### src/rtl/pulse_period_monitor.sv
// Receive end of the 10 Hz strobe link. Synchronises an asynchronous pulse
// input, measures the rising-edge to rising-edge period in clock cycles,
// checks each period against EXPECTED +/- TOL, and declares lock after
// LOCK_COUNT consecutive good periods. A missing edge for TIMEOUT_CYC cycles
// drops the link back to IDLE.
//
// Output protocol: EDGE, PERIOD_VALID and TIMEOUT are single-cycle pulses
// with no back-pressure; PERIOD and IN_TOL hold their last value until the
// next PERIOD_VALID; LOCKED is a level. DBG_STATE exposes the FSM state
// (0 = IDLE, 1 = MEASURE, 2 = LOCKED).
module pulse_period_monitor #(
    parameter int CNT_W       = 18,
    parameter int EXPECTED    = 100000,
    parameter int TOL         = 100,
    parameter int LOCK_COUNT  = 4,
    parameter int TIMEOUT_CYC = 200000
) (
    input  logic             C,
    input  logic             R,
    input  logic             PIN,
    output logic             EDGE,
    output logic [CNT_W-1:0] PERIOD,
    output logic             PERIOD_VALID,
    output logic             IN_TOL,
    output logic             LOCKED,
    output logic             TIMEOUT,
    output logic [1:0]       DBG_STATE
);

    localparam int GC_W = $clog2(LOCK_COUNT + 1);

    // Tolerance window as constants so no runtime subtraction is needed.
    localparam logic [CNT_W:0]   LO_BOUND = (CNT_W+1)'(EXPECTED - TOL);
    localparam logic [CNT_W:0]   HI_BOUND = (CNT_W+1)'(EXPECTED + TOL);
    localparam logic [CNT_W-1:0] CNT_MAX  = {CNT_W{1'b1}};
    localparam logic [CNT_W-1:0] TO_LAST  = CNT_W'(TIMEOUT_CYC - 1);
    localparam logic [GC_W-1:0]  LOCK_N   = GC_W'(LOCK_COUNT);

    typedef enum logic [1:0] {
        ST_IDLE    = 2'd0,
        ST_MEASURE = 2'd1,
        ST_LOCKED  = 2'd2
    } state_t;

    logic             r_s1;
    logic             r_s2;
    logic             r_hist;
    logic             r_edge;
    logic [CNT_W-1:0] r_cnt;
    state_t           r_state;
    logic [GC_W-1:0]  r_good;
    logic [CNT_W-1:0] r_period;
    logic             r_pv;
    logic             r_in_tol;
    logic             r_locked;
    logic             r_timeout;

    logic [CNT_W:0]   w_period_ext;
    logic [CNT_W-1:0] w_period;
    logic             w_in_tol;
    logic [GC_W-1:0]  w_good_inc;
    logic             w_timeout_hit;

    // Period is cnt+1; if the counter has saturated, report the saturated value.
    assign w_period_ext  = {1'b0, r_cnt} + (CNT_W+1)'(1);
    assign w_period      = (r_cnt == CNT_MAX) ? CNT_MAX : w_period_ext[CNT_W-1:0];
    assign w_in_tol      = ({1'b0, w_period} >= LO_BOUND) && ({1'b0, w_period} <= HI_BOUND);
    assign w_good_inc    = r_good + GC_W'(1);
    assign w_timeout_hit = (r_cnt == TO_LAST);

    // Two-flop synchroniser, history flop and registered rising-edge pulse.
    always_ff @(posedge C) begin
        if (R) begin
            r_s1   <= 1'b0;
            r_s2   <= 1'b0;
            r_hist <= 1'b0;
            r_edge <= 1'b0;
        end else begin
            r_s1   <= PIN;
            r_s2   <= r_s1;
            r_hist <= r_s2;
            r_edge <= r_s2 & ~r_hist;
        end
    end

    // Cycles since the last edge; runs only while a reference edge exists, saturates.
    always_ff @(posedge C) begin
        if (R) begin
            r_cnt <= '0;
        end else if (r_edge) begin
            r_cnt <= '0;
        end else if ((r_state != ST_IDLE) && (r_cnt != CNT_MAX)) begin
            r_cnt <= r_cnt + CNT_W'(1);
        end
    end

    // Lock FSM with registered period/tolerance/lock/timeout outputs.
    always_ff @(posedge C) begin
        if (R) begin
            r_state   <= ST_IDLE;
            r_good    <= '0;
            r_period  <= '0;
            r_pv      <= 1'b0;
            r_in_tol  <= 1'b0;
            r_locked  <= 1'b0;
            r_timeout <= 1'b0;
        end else begin
            r_pv      <= 1'b0;
            r_timeout <= 1'b0;
            case (r_state)
                ST_IDLE: begin
                    // First edge only establishes the reference point.
                    if (r_edge) begin
                        r_state <= ST_MEASURE;
                        r_good  <= '0;
                    end
                end
                ST_MEASURE, ST_LOCKED: begin
                    // An edge takes priority over a coincident timeout.
                    if (r_edge) begin
                        r_period <= w_period;
                        r_in_tol <= w_in_tol;
                        r_pv     <= 1'b1;
                        if (w_in_tol) begin
                            if (r_state == ST_MEASURE) begin
                                if (w_good_inc == LOCK_N) begin
                                    r_state  <= ST_LOCKED;
                                    r_locked <= 1'b1;
                                    r_good   <= LOCK_N;
                                end else begin
                                    r_good <= w_good_inc;
                                end
                            end
                        end else begin
                            r_state  <= ST_MEASURE;
                            r_good   <= '0;
                            r_locked <= 1'b0;
                        end
                    end else if (w_timeout_hit) begin
                        r_state   <= ST_IDLE;
                        r_good    <= '0;
                        r_locked  <= 1'b0;
                        r_timeout <= 1'b1;
                    end
                end
                default: begin
                    r_state  <= ST_IDLE;
                    r_good   <= '0;
                    r_locked <= 1'b0;
                end
            endcase
        end
    end

    assign EDGE         = r_edge;
    assign PERIOD       = r_period;
    assign PERIOD_VALID = r_pv;
    assign IN_TOL       = r_in_tol;
    assign LOCKED       = r_locked;
    assign TIMEOUT      = r_timeout;
    assign DBG_STATE    = r_state;

endmodule

### config.mk
export PLATFORM = sky130hd
export DESIGN_NAME = pulse_period_monitor
export DESIGN_NICKNAME = d
export VERILOG_FILES = /design/src/rtl/pulse_period_monitor.sv
export SDC_FILE = /design/constraint.sdc
export NUM_CORES = 1
export LEC_CHECK = 0
export ABC_AREA = 0
export ABC_CLOCK_PERIOD_IN_PS = 4300
export BUFFER_PORTS_ARGS = -buffer_cell sky130_fd_sc_hd__buf_4
export CORE_UTILIZATION = 63
export CTS_CLUSTER_DIAMETER = 60
export DETAILED_ROUTE_END_ITERATION = 6
export PLACE_DENSITY_LB_ADDON = 0.25
export SYNTH_ARGS = -nofsm -noshare
export SYNTH_HDL_FRONTEND = slang
export SYNTH_SLANG_ARGS = --single-unit
export TNS_END_PERCENT = 50
### constraint.sdc
create_clock -name C -period 4.3 [get_ports C]
set_input_delay 0.645 -clock C [delete_from_list [all_inputs] [get_ports C]]
set_output_delay 0.645 -clock C [all_outputs]
set_load 0.01 [all_outputs]
* Word level (Yosys, flattened, before mapping)
Index checks and enable logic that the tools add are counted. W data, S select, Z words.
Storage, ports and cells: flip-flop bits (word level) 49, input bits 3, output and inout port bits 25, logic and storage cells 66
Cells by class: add/sub/neg operators 3, $lt $le $gt $ge 2, equal/unequal tests 10, muxes and demuxes 23, bitwise operators 4, reductions and logical operators 12
Operator list (number):
- $add A18 B1 Y18 const B | 2
- $eq A18 B18 Y1 const B | 2
- $ge A18 B17 Y1 const B | 1
- $le A18 B17 Y1 const B | 1
- $mux W18 | 1
- $mux W3 | 6
- $ne A18 B18 Y1 const B | 1
- $mux W2 | 6
- $ne A4 B4 Y1 const B | 2
- $reduce_and A4 Y1 | 2
- $mux W1 | 7
- $pmux W3 S2 | 1
- $reduce_or A2 Y1 | 3
- $pmux W2 S2 | 1
- $add A3 B1 Y3 const B | 1
- $eq A3 B3 Y1 const B | 1
- $ne A3 B3 Y1 const B | 1
- $not A1 Y1 | 3
- $reduce_and A3 Y1 | 1
- $reduce_or A3 Y1 | 1
- $eq A2 B1 Y1 const B | 1
- $eq A2 B2 Y1 const B | 1
- $logic_and A1 B1 Y1 | 2
- $logic_not A2 Y1 | 1
- 5 further kinds | 5

* Longest topological paths before layout
depth in word-level cells 7, gate-level depth with buffers 10, mapped depth without buffers 9

* Worst setup path before layout
Ideal clock, no wire load.
path type register -> register, start reg r_cnt[0], end reg r_state[1], in the netlist DBG_STATE[1], library setup time 0.079 ns, data arrival time 2.562 ns, data required time 4.221 ns, path slack 1.659 ns, stages on the path, launching flop included 11, buffers on the path 1, period minus slack after synthesis 2.641 ns, cells stage by stage dfxtp_1 > ha_1 > buf_4 > nand3_1 > nor4_1 > xor2_1 > o211ai_2 > and4_2 > a211oi_4 > o211ai_4 > a211oi_2
On the way: longest elaborated chain between the ends 7, elaborated cells on any way between the ends 14, those cells by class 1 x add/sub; 2 x order compare; 5 x eq/ne; 4 x mux; 2 x reduce/logical
Ends and longest elaborated chain:
- start, declared | line 49 | logic [CNT_W-1:0] r_cnt;
- start signal, assigned | line 93 | r_cnt <= r_cnt + CNT_W'(1);
- $add A18 B1 Y18 / $eq A18 B18 Y1 (equally long branches) | line 65, 66
- $mux W18 | line 66 | assign w_period = (r_cnt == CNT_MAX) ? CNT_MAX : w_period_ext[CNT_W-1:0];
- $ge A18 B17 Y1 / $le A18 B17 Y1 (equally long branches) | line 67 | assign w_in_tol = ({1'b0, w_period} >= LO_BOUND) && ({1'b0, w_period} <= HI_BOUND);
- $logic_and A1 B1 Y1 | line 67
- $mux W2 | line 124 | if (w_in_tol) begin
- $mux W2 | line 120 | if (r_edge) begin
- $pmux W2 S2 | line 110 | case (r_state)
- end signal, assigned | line 114 | r_state <= ST_MEASURE;
- end signal, assigned | line 127 | r_state <= ST_LOCKED;
- end signal, assigned | line 135 | r_state <= ST_MEASURE;
- end, declared | line 50 | state_t r_state;
Parallel ways exist; a longest one is shown, timed or not. A chain may end at the register's enable or synchronous reset.

* Final worst setup path
Same ends and word-level chain as after synthesis.

==> impl_metrics.env <==
export IMPL_die_h_um=68.6
export IMPL_synth_nets=345
export IMPL_hold_buffers=0
export IMPL_status="finished, final reports clean"
export IMPL_place_port_buffers=27
export IMPL_path_clk_slew_ps=90
export IMPL_die_w_um=68.6
export IMPL_ant_nets=0
export IMPL_power_density_nw_per_um2=281
export IMPL_fillers=337
export IMPL_post_cts_buffers=0
export IMPL_totalPowerFinal_w=0.000846
export IMPL_cpPeakStageDelay_ps=490
export IMPL_synthSimpleGateAreaFrac_pct=28.3
export IMPL_netlist_instances=336
export IMPL_synthMuxAreaShare_pct=1.08
export IMPL_vdd_drop_max_v=0.000245
export IMPL_regArea_um2=981
export IMPL_grt_max_degree=34
export IMPL_synthAdderAreaFrac_pct=2.69
export IMPL_clock_root_buffer="clkbuf_8"
export IMPL_worst_path_buf_inv=0
export IMPL_syn_avg_cell_area_um2=8.31
export IMPL_slowest_stage="dfxtp_1"
export IMPL_ys_seq_area_share_pct=35.1
export IMPL_synth_cell_types=63
export IMPL_clockBufferDepth=2
export IMPL_synthToLayoutAreaGrowth_pct=7.62
export IMPL_grt_overflow_total=0
export IMPL_rsz0062_at_grt="no"
export IMPL_worstSetupStartpoint="r_cnt[0]$_SDFFE_PP0P_"
export IMPL_vias=2419
export IMPL_antenna_found_initial=0
export IMPL_p_int_w=0.000612
export IMPL_yosys_warnings=0
export IMPL_syn_area_um2=2790
export IMPL_synth_top_family_by_area="simple AND/OR/NAND/NOR gates"
export IMPL_cp_max_fo=11
export IMPL_hpwl_mm=4.76
export IMPL_io_pins=28
export IMPL_worstHoldStart="r_hist$_SDFF_PP0_"
export IMPL_layout_nets=352
export IMPL_htree_levels=2
export IMPL_final_cell_mix="50 x nor2_1, 49 x dfxtp_1, 27 x buf_4, 26 x nand2_1, 15 x xor2_1"
export IMPL_combinationalPowerShare_pct=11.9
export IMPL_cp_arrival_ps=3480
export IMPL_max_slew_worst_pin_slew_ps=1190
export IMPL_gp_congestion=1.00
export IMPL_switching_share_pct=27.7
export IMPL_first_pass_iters=5
export IMPL_ys_ff_latch=49
export IMPL_cts_sinks=49
export IMPL_maxCapViolCount=0
export IMPL_finalWirelength_mm=6.43
export IMPL_synth_compound_area_share_pct=17.2
export IMPL_viasPerCell=6.14
export IMPL_die_area_um2=4700
export IMPL_power_frac_clock_pct=31.7
export IMPL_synth_ff_type="dfxtp_1"
export IMPL_skew_ps=7.21
export IMPL_cts_resized=0
export IMPL_critical_path_top_delay_family="simple AND/OR/NAND/NOR gates"
export IMPL_switching_power_w=0.000234
export IMPL_setup_violations=0
export IMPL_n_antenna_cell=0
export IMPL_multi_input_area_um2=1630
export IMPL_remaining_drc_errors=0
export IMPL_row_count=23
export IMPL_slew_violations=0
export IMPL_synth_edf_count=0
export IMPL_initial_utilization_pct=67.9
export IMPL_relSlewSlack_pct=20.3
export IMPL_mostFrequentLayoutCell="nor2_1"
export IMPL_numCtsBuffers=5
export IMPL_pre_cts_slack_ps=1140
export IMPL_cts_tree="yes"
export IMPL_clk_insertion_delay_late_ps=310
export IMPL_grt_first_pass_wirelength_mm=10.4
export IMPL_criticalPathCategory="reg2reg"
export IMPL_synth_xor_area_share_pct=9.09
export IMPL_setup_ws_ps=1050
export IMPL_setup_tns_ps=0
export IMPL_core_um2=4120
export IMPL_crit_chain="ha_1 -> nand2_1 -> or3_1 -> nor3_2 -> nor3_4 -> and4_2 -> a211oi_4 -> o211ai_4 -> a211oi_2"
export IMPL_drt_iter0_drc=245
export IMPL_pwr_share_seq_pct=56.4
export IMPL_synth_async_reset_ratio_pct=0
export IMPL_fin_crit_ps=3250
export IMPL_first_global_vias=2128
export IMPL_required_ps=4530
export IMPL_period_share_pct=75.6
export IMPL_hold_viol_final=0
export IMPL_worst_setup_path_end_kind="flop"
export IMPL_leakagePower_nw=1.04
export IMPL_hp_class="reg2reg"
export IMPL_wl_per_cell_um=16.3
export IMPL_fmax_mhz=308
export IMPL_grt_usage_pct=30.2
export IMPL_reg2reg_from="r_cnt[0]$_SDFFE_PP0P_"
export IMPL_fin_util_pct=73.0
export IMPL_startpoint_type="flop"
export IMPL_layout_drive_gt1_share_pct=16.3
[layout make-up]
cell class                      instances  area share [%]
Sequential cell                        49            32.6
Inverter                               11            1.37
Tap cell                               50            2.08
Clock inverter                          3           0.583
Multi-Input combinational cell        249            54.3
Timing Repair Buffer                   27            6.74
Clock buffer                            5            2.29
[synthesized netlist by cell type, drive strengths merged, types with 3 or more instances]
cell type | instances | area [um2]
or3 | 7 | 45.1
nor3 | 15 | 91.3
a21oi | 11 | 55.1
o211ai | 6 | 63.8
nand3 | 11 | 67.6
inv | 11 | 41.3
a311oi | 12 | 105
and2 | 3 | 20.0
nand2 | 27 | 104
dfxtp | 49 | 981
ha | 6 | 75.1
nor4 | 7 | 56.3
xor2 | 15 | 131
nor2 | 51 | 191
o21ai | 7 | 35.0
xnor2 | 14 | 123
nor2b | 6 | 37.5
and3 | 3 | 20.0
clkbuf | 13 | 48.8
a211oi | 7 | 75.1
mux2i | 3 | 30.0
buf | 14 | 92.6
nand4 | 7 | 43.8
[worst paths after layout]
path                                to  depth (start not counted)  slack, ps
min                    EDGE$_SDFF_PP0_                          1        380
max          DBG_STATE[1]$_SDFFE_PP0P_                          9       1050
min reg2reg            EDGE$_SDFF_PP0_                          1        380
max reg2reg  DBG_STATE[1]$_SDFFE_PP0P_                          9       1050
[layer usage]
layer	wire, um	global-route usage, %	up-vias	part of all wire (%)
met4	101	8.85	0	1.6
li1	-	-	1207	-
met3	402	5.10	10	6.3
met5	0	0	-	0
met2	2730	44.4	75	42
met1	3200	44.7	1127	50
[power groups by stage]
stage	clock network [W]	logic (W)	registers, W
floorplan	0	0.0000668	0.000488
global placement	0	0.0000973	0.000488
detailed placement	0	0.0000987	0.000488
CTS	0.000274	0.0000994	0.000477
global route	0.000287	0.000109	0.000480
finish	0.000268	0.000101	0.000477
[through the flow]
stage / cell area, um2 / instances / hold WS, ps
after floorplan: 2790 / 336 / 367
after global placement: 2920 / 386 / 369
after detailed placement: 2920 / 386 / 372
after CTS: 3010 / 394 / 384
after global routing: 3010 / 394 / 409
final: 3010 / 394 / 384
[sequential cells by signal, indices dropped and copies added, names as in the netlist, 2 cells and up]
signal / count
r_good: 3
DBG_STATE: 2
PERIOD: 18
r_cnt: 18
[worst reg2reg max path: stages (launching register included)]
cell and delay (ps):
dfxtp_1 490, ha_1 450, nand2_1 140, or3_1 480, nor3_2 490, nor3_4 110, and4_2 240, a211oi_4 400
o211ai_4 140, a211oi_2 240
[cell families after synthesis]
family / after synthesis
DFF: 49
xor gates and xnor gates: 29
AOI/OAI and AO/OA: 61
buffers and inverters: 38
adders and majority gates: 6
muxes: 3
and+or+nand+nor: 150
(Power assumes the default switching activity.)
